`src/rtl/pet_pkg.sv`:
```
`default_nettype none
// ============================================================================
//  Module      : pet_pkg
//  Description : Shared stat indices, life-state encoding and the clamp
//                helper used by the pet stat bank.
//  Revision    : 1.0 - initial release
// ============================================================================
package pet_pkg;

    localparam int STAT_SALUD   = 0;
    localparam int STAT_ANIMO   = 1;
    localparam int STAT_COMIDA  = 2;
    localparam int STAT_ENERGIA = 3;

    typedef enum logic [0:0] {
        ALIVE = 1'b0,
        DEAD  = 1'b1
    } life_state_e;

    // Adds a signed delta to a base and clamps the result into [0, hi].
    function automatic int sat_add(input int base, input int delta, input int hi);
        int sum;
        sum = base + delta;
        if (sum < 0)
            return 0;
        else if (sum > hi)
            return hi;
        return sum;
    endfunction

endpackage
`default_nettype wire

```
`src/rtl/pet_stat_cell.sv`:
```
`default_nettype none
// ============================================================================
//  Module      : pet_stat_cell
//  Description : One saturating pet stat. Folds decay, event delta and the
//                cursor-selected adjust into a single clamped update, and
//                registers the health flag from the updated value.
//  Revision    : 1.0 - initial release
// ============================================================================
module pet_stat_cell
    import pet_pkg::*;
#(
    parameter int IDX        = 0,
    parameter int STAT_W     = 3,
    parameter int STAT_MAX   = 5,
    parameter int LOW_THRESH = 2,
    parameter int DELTA_W    = 3,
    parameter int SEL_W      = 3
) (
    input  logic                      clk_i,
    input  logic                      rst_ni,
    input  logic                      en_i,
    input  logic                      kill_i,
    input  logic                      decay_i,
    input  logic                      evt_valid_i,
    input  logic signed [DELTA_W-1:0] evt_delta_i,
    input  logic                      test_en_i,
    input  logic [SEL_W-1:0]          sel_i,
    input  logic                      adj_inc_i,
    input  logic                      adj_dec_i,
    output logic [STAT_W-1:0]         stat_o,
    output logic [STAT_W-1:0]         stat_d_o,
    output logic                      flag_o
);

    localparam int SUM_W = STAT_W + DELTA_W + 1;
    localparam logic signed [SUM_W-1:0] ONE = 1;

    logic signed [SUM_W-1:0] delta_d;
    logic [STAT_W-1:0]       stat_q;
    logic [STAT_W-1:0]       stat_d;
    logic                    flag_q;

    // Sum every contribution first so the clamp is applied exactly once.
    always_comb begin
        delta_d = '0;
        if (decay_i)
            delta_d = delta_d - ONE;
        if (evt_valid_i)
            delta_d = delta_d + $signed({{(SUM_W-DELTA_W){evt_delta_i[DELTA_W-1]}}, evt_delta_i});
        if (test_en_i && (sel_i == SEL_W'(IDX)) && (adj_inc_i ^ adj_dec_i))
            delta_d = adj_inc_i ? (delta_d + ONE) : (delta_d - ONE);
        stat_d = STAT_W'(sat_add(int'(stat_q), int'(delta_d), STAT_MAX));
    end

    // Stat and flag register; a kill from the life FSM zeroes both.
    always_ff @(posedge clk_i or negedge rst_ni) begin
        if (!rst_ni) begin
            stat_q <= STAT_W'(STAT_MAX);
            flag_q <= (STAT_MAX >= LOW_THRESH);
        end else if (en_i) begin
            if (kill_i) begin
                stat_q <= '0;
                flag_q <= 1'b0;
            end else begin
                stat_q <= stat_d;
                flag_q <= (int'(stat_d) >= LOW_THRESH);
            end
        end
    end

    assign stat_o   = stat_q;
    assign stat_d_o = stat_d;
    assign flag_o   = flag_q;

endmodule
`default_nettype wire

```
`src/rtl/pet_stat_bank.sv`:
```
`default_nettype none
// ============================================================================
//  Module      : pet_stat_bank
//  Description : Bank of saturating pet stats with decay and day counters,
//                test-mode cursor/adjust path and an ALIVE/DEAD life FSM.
//                Every state change happens on tick cycles only.
//  Revision    : 1.0 - initial release
// ============================================================================
module pet_stat_bank
    import pet_pkg::*;
#(
    parameter int NUM_STATS   = 4,
    parameter int STAT_W      = 3,
    parameter int STAT_MAX    = 5,
    parameter int LOW_THRESH  = 2,
    parameter int DAY_W       = 6,
    parameter int DAY_LIMIT   = 32,
    parameter int DECAY_TICKS = 50,
    parameter int DAY_TICKS   = 150,
    parameter int DELTA_W     = 3
) (
    input  logic                                 clk_i,
    input  logic                                 rst_ni,
    input  logic                                 tick_i,
    input  logic                                 evt_valid_i,
    input  logic [NUM_STATS*DELTA_W-1:0]         evt_delta_i,
    input  logic                                 test_en_i,
    input  logic                                 sel_next_i,
    input  logic                                 sel_prev_i,
    input  logic                                 adj_inc_i,
    input  logic                                 adj_dec_i,
    output logic [NUM_STATS*STAT_W-1:0]          stat_flat_o,
    output logic [NUM_STATS-1:0]                 health_flags_o,
    output logic [DAY_W-1:0]                     days_o,
    output logic                                 dead_o,
    output logic [$clog2(NUM_STATS+1)-1:0]       sel_idx_o,
    output logic [DAY_W-1:0]                     sel_value_o
);

    localparam int SEL_W  = $clog2(NUM_STATS + 1);
    localparam int DEC_W  = $clog2(DECAY_TICKS);
    localparam int DAYC_W = $clog2(DAY_TICKS);

    life_state_e       state_q;
    logic [DEC_W-1:0]  dec_cnt_q;
    logic [DAYC_W-1:0] day_cnt_q;
    logic [DAY_W-1:0]  days_q, days_d;
    logic [SEL_W-1:0]  sel_q, sel_d;

    logic              update;
    logic              decay_wrap;
    logic              day_wrap;
    logic              all_zero;
    logic              kill;
    int                days_delta;

    logic [STAT_W-1:0] stat_arr   [NUM_STATS];
    logic [STAT_W-1:0] stat_d_arr [NUM_STATS];
    logic [NUM_STATS-1:0] flags;

    assign update     = tick_i && (state_q == ALIVE);
    assign decay_wrap = (dec_cnt_q == DEC_W'(DECAY_TICKS - 1));
    assign day_wrap   = (day_cnt_q == DAYC_W'(DAY_TICKS - 1));

    generate
        for (genvar i = 0; i < NUM_STATS; i++) begin : g_cell
            pet_stat_cell #(
                .IDX        (i),
                .STAT_W     (STAT_W),
                .STAT_MAX   (STAT_MAX),
                .LOW_THRESH (LOW_THRESH),
                .DELTA_W    (DELTA_W),
                .SEL_W      (SEL_W)
            ) u_cell (
                .clk_i       (clk_i),
                .rst_ni      (rst_ni),
                .en_i        (update),
                .kill_i      (kill),
                .decay_i     (decay_wrap),
                .evt_valid_i (evt_valid_i),
                .evt_delta_i (evt_delta_i[i*DELTA_W +: DELTA_W]),
                .test_en_i   (test_en_i),
                .sel_i       (sel_q),
                .adj_inc_i   (adj_inc_i),
                .adj_dec_i   (adj_dec_i),
                .stat_o      (stat_arr[i]),
                .stat_d_o    (stat_d_arr[i]),
                .flag_o      (flags[i])
            );
            assign stat_flat_o[i*STAT_W +: STAT_W] = stat_arr[i];
        end
    endgenerate

    // Day value after wrap increment and cursor adjust, clamped to [0, DAY_LIMIT].
    always_comb begin
        days_delta = 0;
        if (day_wrap)
            days_delta = days_delta + 1;
        if (test_en_i && (sel_q == SEL_W'(NUM_STATS)) && (adj_inc_i ^ adj_dec_i))
            days_delta = adj_inc_i ? (days_delta + 1) : (days_delta - 1);
        days_d = DAY_W'(sat_add(int'(days_q), days_delta, DAY_LIMIT));
    end

    // Death check uses post-update values: day limit reached or every stat empty.
    always_comb begin
        all_zero = 1'b1;
        for (int i = 0; i < NUM_STATS; i++)
            if (stat_d_arr[i] != '0)
                all_zero = 1'b0;
        kill = (int'(days_d) >= DAY_LIMIT) || all_zero;
    end

    // Cursor step with wrap; simultaneous next/prev cancel out.
    always_comb begin
        sel_d = sel_q;
        if (test_en_i && sel_next_i && !sel_prev_i)
            sel_d = (sel_q == SEL_W'(NUM_STATS)) ? '0 : (sel_q + 1'b1);
        else if (test_en_i && sel_prev_i && !sel_next_i)
            sel_d = (sel_q == '0) ? SEL_W'(NUM_STATS) : (sel_q - 1'b1);
    end

    // Tick counters, day register, cursor and life FSM; all frozen once DEAD.
    always_ff @(posedge clk_i or negedge rst_ni) begin
        if (!rst_ni) begin
            state_q   <= ALIVE;
            dec_cnt_q <= '0;
            day_cnt_q <= '0;
            days_q    <= '0;
            sel_q     <= '0;
        end else if (update) begin
            dec_cnt_q <= decay_wrap ? '0 : (dec_cnt_q + 1'b1);
            day_cnt_q <= day_wrap   ? '0 : (day_cnt_q + 1'b1);
            sel_q     <= sel_d;
            if (kill) begin
                days_q  <= '0;
                state_q <= DEAD;
            end else begin
                days_q  <= days_d;
                state_q <= ALIVE;
            end
        end
    end

    // Value under the cursor; the slot past the last stat shows the day count.
    always_comb begin
        sel_value_o = days_q;
        for (int i = 0; i < NUM_STATS; i++)
            if (sel_q == SEL_W'(i))
                sel_value_o = DAY_W'(stat_arr[i]);
    end

    assign health_flags_o = flags;
    assign days_o         = days_q;
    assign dead_o         = (state_q == DEAD);
    assign sel_idx_o      = sel_q;

endmodule
`default_nettype wire

```
`config.mk`:
```
export PLATFORM = sky130hd
export DESIGN_NAME = pet_stat_bank
export DESIGN_NICKNAME = d
export VERILOG_FILES = /design/src/rtl/pet_pkg.sv /design/src/rtl/pet_stat_cell.sv /design/src/rtl/pet_stat_bank.sv
export SDC_FILE = /design/constraint.sdc
export NUM_CORES = 1
export LEC_CHECK = 0
export BUFFER_PORTS_ARGS = -buffer_cell sky130_fd_sc_hd__buf_2
export CAP_MARGIN = 20
export CORE_MARGIN = 10
export CORE_UTILIZATION = 35
export DETAILED_ROUTE_END_ITERATION = 16
export GPL_ROUTABILITY_DRIVEN = 0
export PLACE_DENSITY_LB_ADDON = 0.2
export SLEW_MARGIN = 30
export SYNTH_ARGS = -nofsm -noshare
export SYNTH_HDL_FRONTEND = slang
export SYNTH_HIERARCHICAL = 1
export SYNTH_SLANG_ARGS = --single-unit
```
`constraint.sdc`:
```
create_clock -name clk_i -period 8.15 [get_ports clk_i]
set_input_delay 1.2225 -clock clk_i [delete_from_list [all_inputs] [get_ports clk_i]]
set_output_delay 1.2225 -clock clk_i [all_outputs]
set_load 0.02 [all_outputs]
```
==> flow_metrics.tcl <==
set metrics [dict create \
    stdcell_count 985 \
    yosys_warnings 6 \
    cts_buffers 5 \
    worst_clock_skew_ps 6.51 \
    design.die.area_sq_um 22700 \
    min_period_ps 6490 \
    ir_drop_uv 124 \
    ant_nets 0 \
    cts-hold-fix-buffers 0 \
    cts.clk_slew.worst_paths_ps 60 \
    crit_buf_inv 1 \
    yosys_most_used_dff "dfrtp_1" \
    dp_hpwl_um 13100 \
    synth.distinct_cells 88 \
    syn_area_sq_um 5970 \
    htree_levels 2 \
    drtIter0Drc 273 \
    max_slew_margin 0.400 \
    synth_edf_count 0 \
    max_stage_delay_ps 610 \
    final-setup-viol-count 0 \
    outcome "completed" \
    clock_path_buffers 2 \
    grt_usage 0.144 \
    core_area_sq_um 16600 \
    chipWidth_um 151 \
    power.total_mw 1.15 \
    synth_common_cells "ha_1, inv_1, nand2_1" \
    area_growth_pct 10.8 \
    crit_chain "ha_1 > nand2_1 > nor4_4 > buf_12 > ha_1 > fa_1 > fa_1 > a21o_2 > ha_1 > xor2_1 > mux2_2 > ha_1 > a21oi_1 > a31oi_1 > o21ai_0 > o221ai_2 > a31oi_1 > nor4_1 > nand3_1 > o21ai_1 > nor2_1 > a222oi_1 > a41oi_1" \
    rsz0062_at_grt "false" \
    antenna_found_initial 0 \
    fin_nets 867 \
    post_drt_wl_per_cell_um 16.8 \
    placed_cells 977 \
    synth_top_area_frac 0.136 \
    dr.pass1.iters 6 \
    portBuffers 52 \
    pre_cts_ws_ps 1610 \
    antennaDiodeCount 0 \
    route.detailed.drc 0 \
    path_max_fanout 24 \
    vias 5610 \
    num_rows 47 \
    hold_ws_ps 497 \
    yosys-top-cells-area "ha_1, dfrtp_1, fa_1" \
    overflow 0 \
    hold_violations 0 \
    layout-drive-gt1-share 0.137 \
    cts_setup_buffers 0 \
    worst_skew_pair.late_latency_ps 280 \
    seq_area_frac_synth 0.170 \
    multi_input_area_sq_um 4670 \
    p_per_area_nw_per_um2 174 \
    cpMaxStageDelayCell "nor4_1" \
    grt_max_degree 41 \
    synth.most_common_cell "ha_1" \
    cts_tree "done" \
    n_fill_cell 1716 \
    avgSynthCellArea_sq_um 8.31 \
    synth-async-reset-ratio 1.00 \
    routed_wl_um 16500 \
    clock-sinks 40 \
    hold_path.class "reg2reg" \
    cts_resized 0 \
    fin_crit_sh 0.796 \
    r2r_slack_ps 1660 \
    p_leak_nw 3.08 \
    yosys.area.top_type "ha_1" \
    avgViaCountPerCell 5.70 \
    startpoint_type "register" \
    critical_path_class "reg2reg" \
    critPathMostFrequentCell "ha_1" \
    start_util 0.359 \
    grt_pass1_wl_um 27200 \
    seq_area_sq_um 1020 \
    synthCells 719 \
    ys_seq_elements 40 \
    synth_nets 822 \
    fmax_ghz 0.154 \
    tns_ps 0 \
    io_pins 53 \
    maxCapViolations 0 \
    timing.final.ws_setup_ps 1660 \
    tightest_slew_ps 899 \
    grt_pass1_vias 5516 \
    cp.arrival_ps 6680 \
    die_h_um 151 \
    critical_path.top_delay_family "compound AO/OA/AOI/OAI gates" \
    required_ps 8340 \
    ctsRootBufferMaster "clkbuf_16" \
    drv_slew 0 \
    endpoint_kind "register" \
]
[cell usage in the layout, fill, tap and decap left out, drive strengths merged, types with 7 or more instances in the layout]
cell type	synthesis	layout
a22oi	7	7
o211ai	7	7
nand2b	16	16
a21o	28	28
or3	10	10
fa	17	17
xor2	18	18
and2	14	14
nor2b	13	13
o31ai	9	9
and3	15	15
mux2	8	8
nand3	11	11
o21ai	36	36
buf	7	54
dfrtp	28	28
ha	65	65
o22ai	7	7
nand2	54	54
a31oi	15	15
dfstp	12	12
or2	7	7
inv	59	59
a211o	8	8
nor2	48	48
clkbuf	9	7
nor3	20	20
nand4	8	8
xnor2	16	16
a21oi	36	36
[worst paths after layout]
kind                                    from                    endpoint  cells past startpoint
worst max-delay path            dec_cnt_q[0]  g_cell[2].u_cell/stat_o[0]                     23
worst min-delay path            day_cnt_q[6]                day_cnt_q[6]                      1
worst max register to register  dec_cnt_q[0]  g_cell[2].u_cell/stat_o[0]                     23
worst min register to register  day_cnt_q[6]                day_cnt_q[6]                      1
max in group asynchronous             rst_ni     g_cell[0].u_cell/flag_o                      1
min in group asynchronous             rst_ni                day_cnt_q[2]                      1
[flip-flops by register name, indices dropped and copies added (netlist names)]
name,count
g_cell.u_cell/stat_o,12
g_cell.u_cell/flag_o,4
day_cnt_q,8
sel_idx_o,3
days_o,6
dead_o,1
dec_cnt_q,6
[power by group]
| part | internal (mW) | leakage (nW) | total (mW) | switching [mW] |
|---|---|---|---|---|
| Clock | 0.122 | 0.0701 | 0.203 | 0.0811 |
| Sequential | 0.258 | 0.472 | 0.331 | 0.0732 |
| Combinational | 0.248 | 2.54 | 0.620 | 0.372 |
| Total | 0.628 | 3.08 | 1.15 | 0.527 |
[metrics by stage]
stage / area [sq um] / utilization
after floorplan: 5970 / -
after global placement: 6470 / 0.389
after detailed placement: 6470 / 0.389
after CTS: 6620 / 0.398
after global routing: 6620 / 0.398
final: 6620 / 0.398
[routing by layer]
layer  vias up  wire (um)  global-route usage
met5         -          0                   0
met4         0        182              0.0265
met3        15        843              0.0300
met2       135       7810               0.245
met1      2674       7700               0.184
li1       2786          -                   -
[area by class of cell]
type	instances	share of cell area
inverters	59	0.0335
well taps	220	0.0416
clock buffers	7	0.0215
multi-input cells	604	0.705
clock inverters	1	0.00113
repair buffers	54	0.0438
flip-flops and latches	40	0.153
[cell families (layout without fill, tap and decap cells)]
family,after synthesis,in the layout,share of synthesized area
muxes,14,14,0.0297
AOI/OAI and AO/OA,220,220,0.272
DFF,40,40,0.170
buffers and inverters,75,121,0.0501
adders and majority gates,82,82,0.193
and+or+nand+nor,254,254,0.234
xor gates and xnor gates,34,34,0.0511
Note: power is estimated with default switching activity, not from simulation.
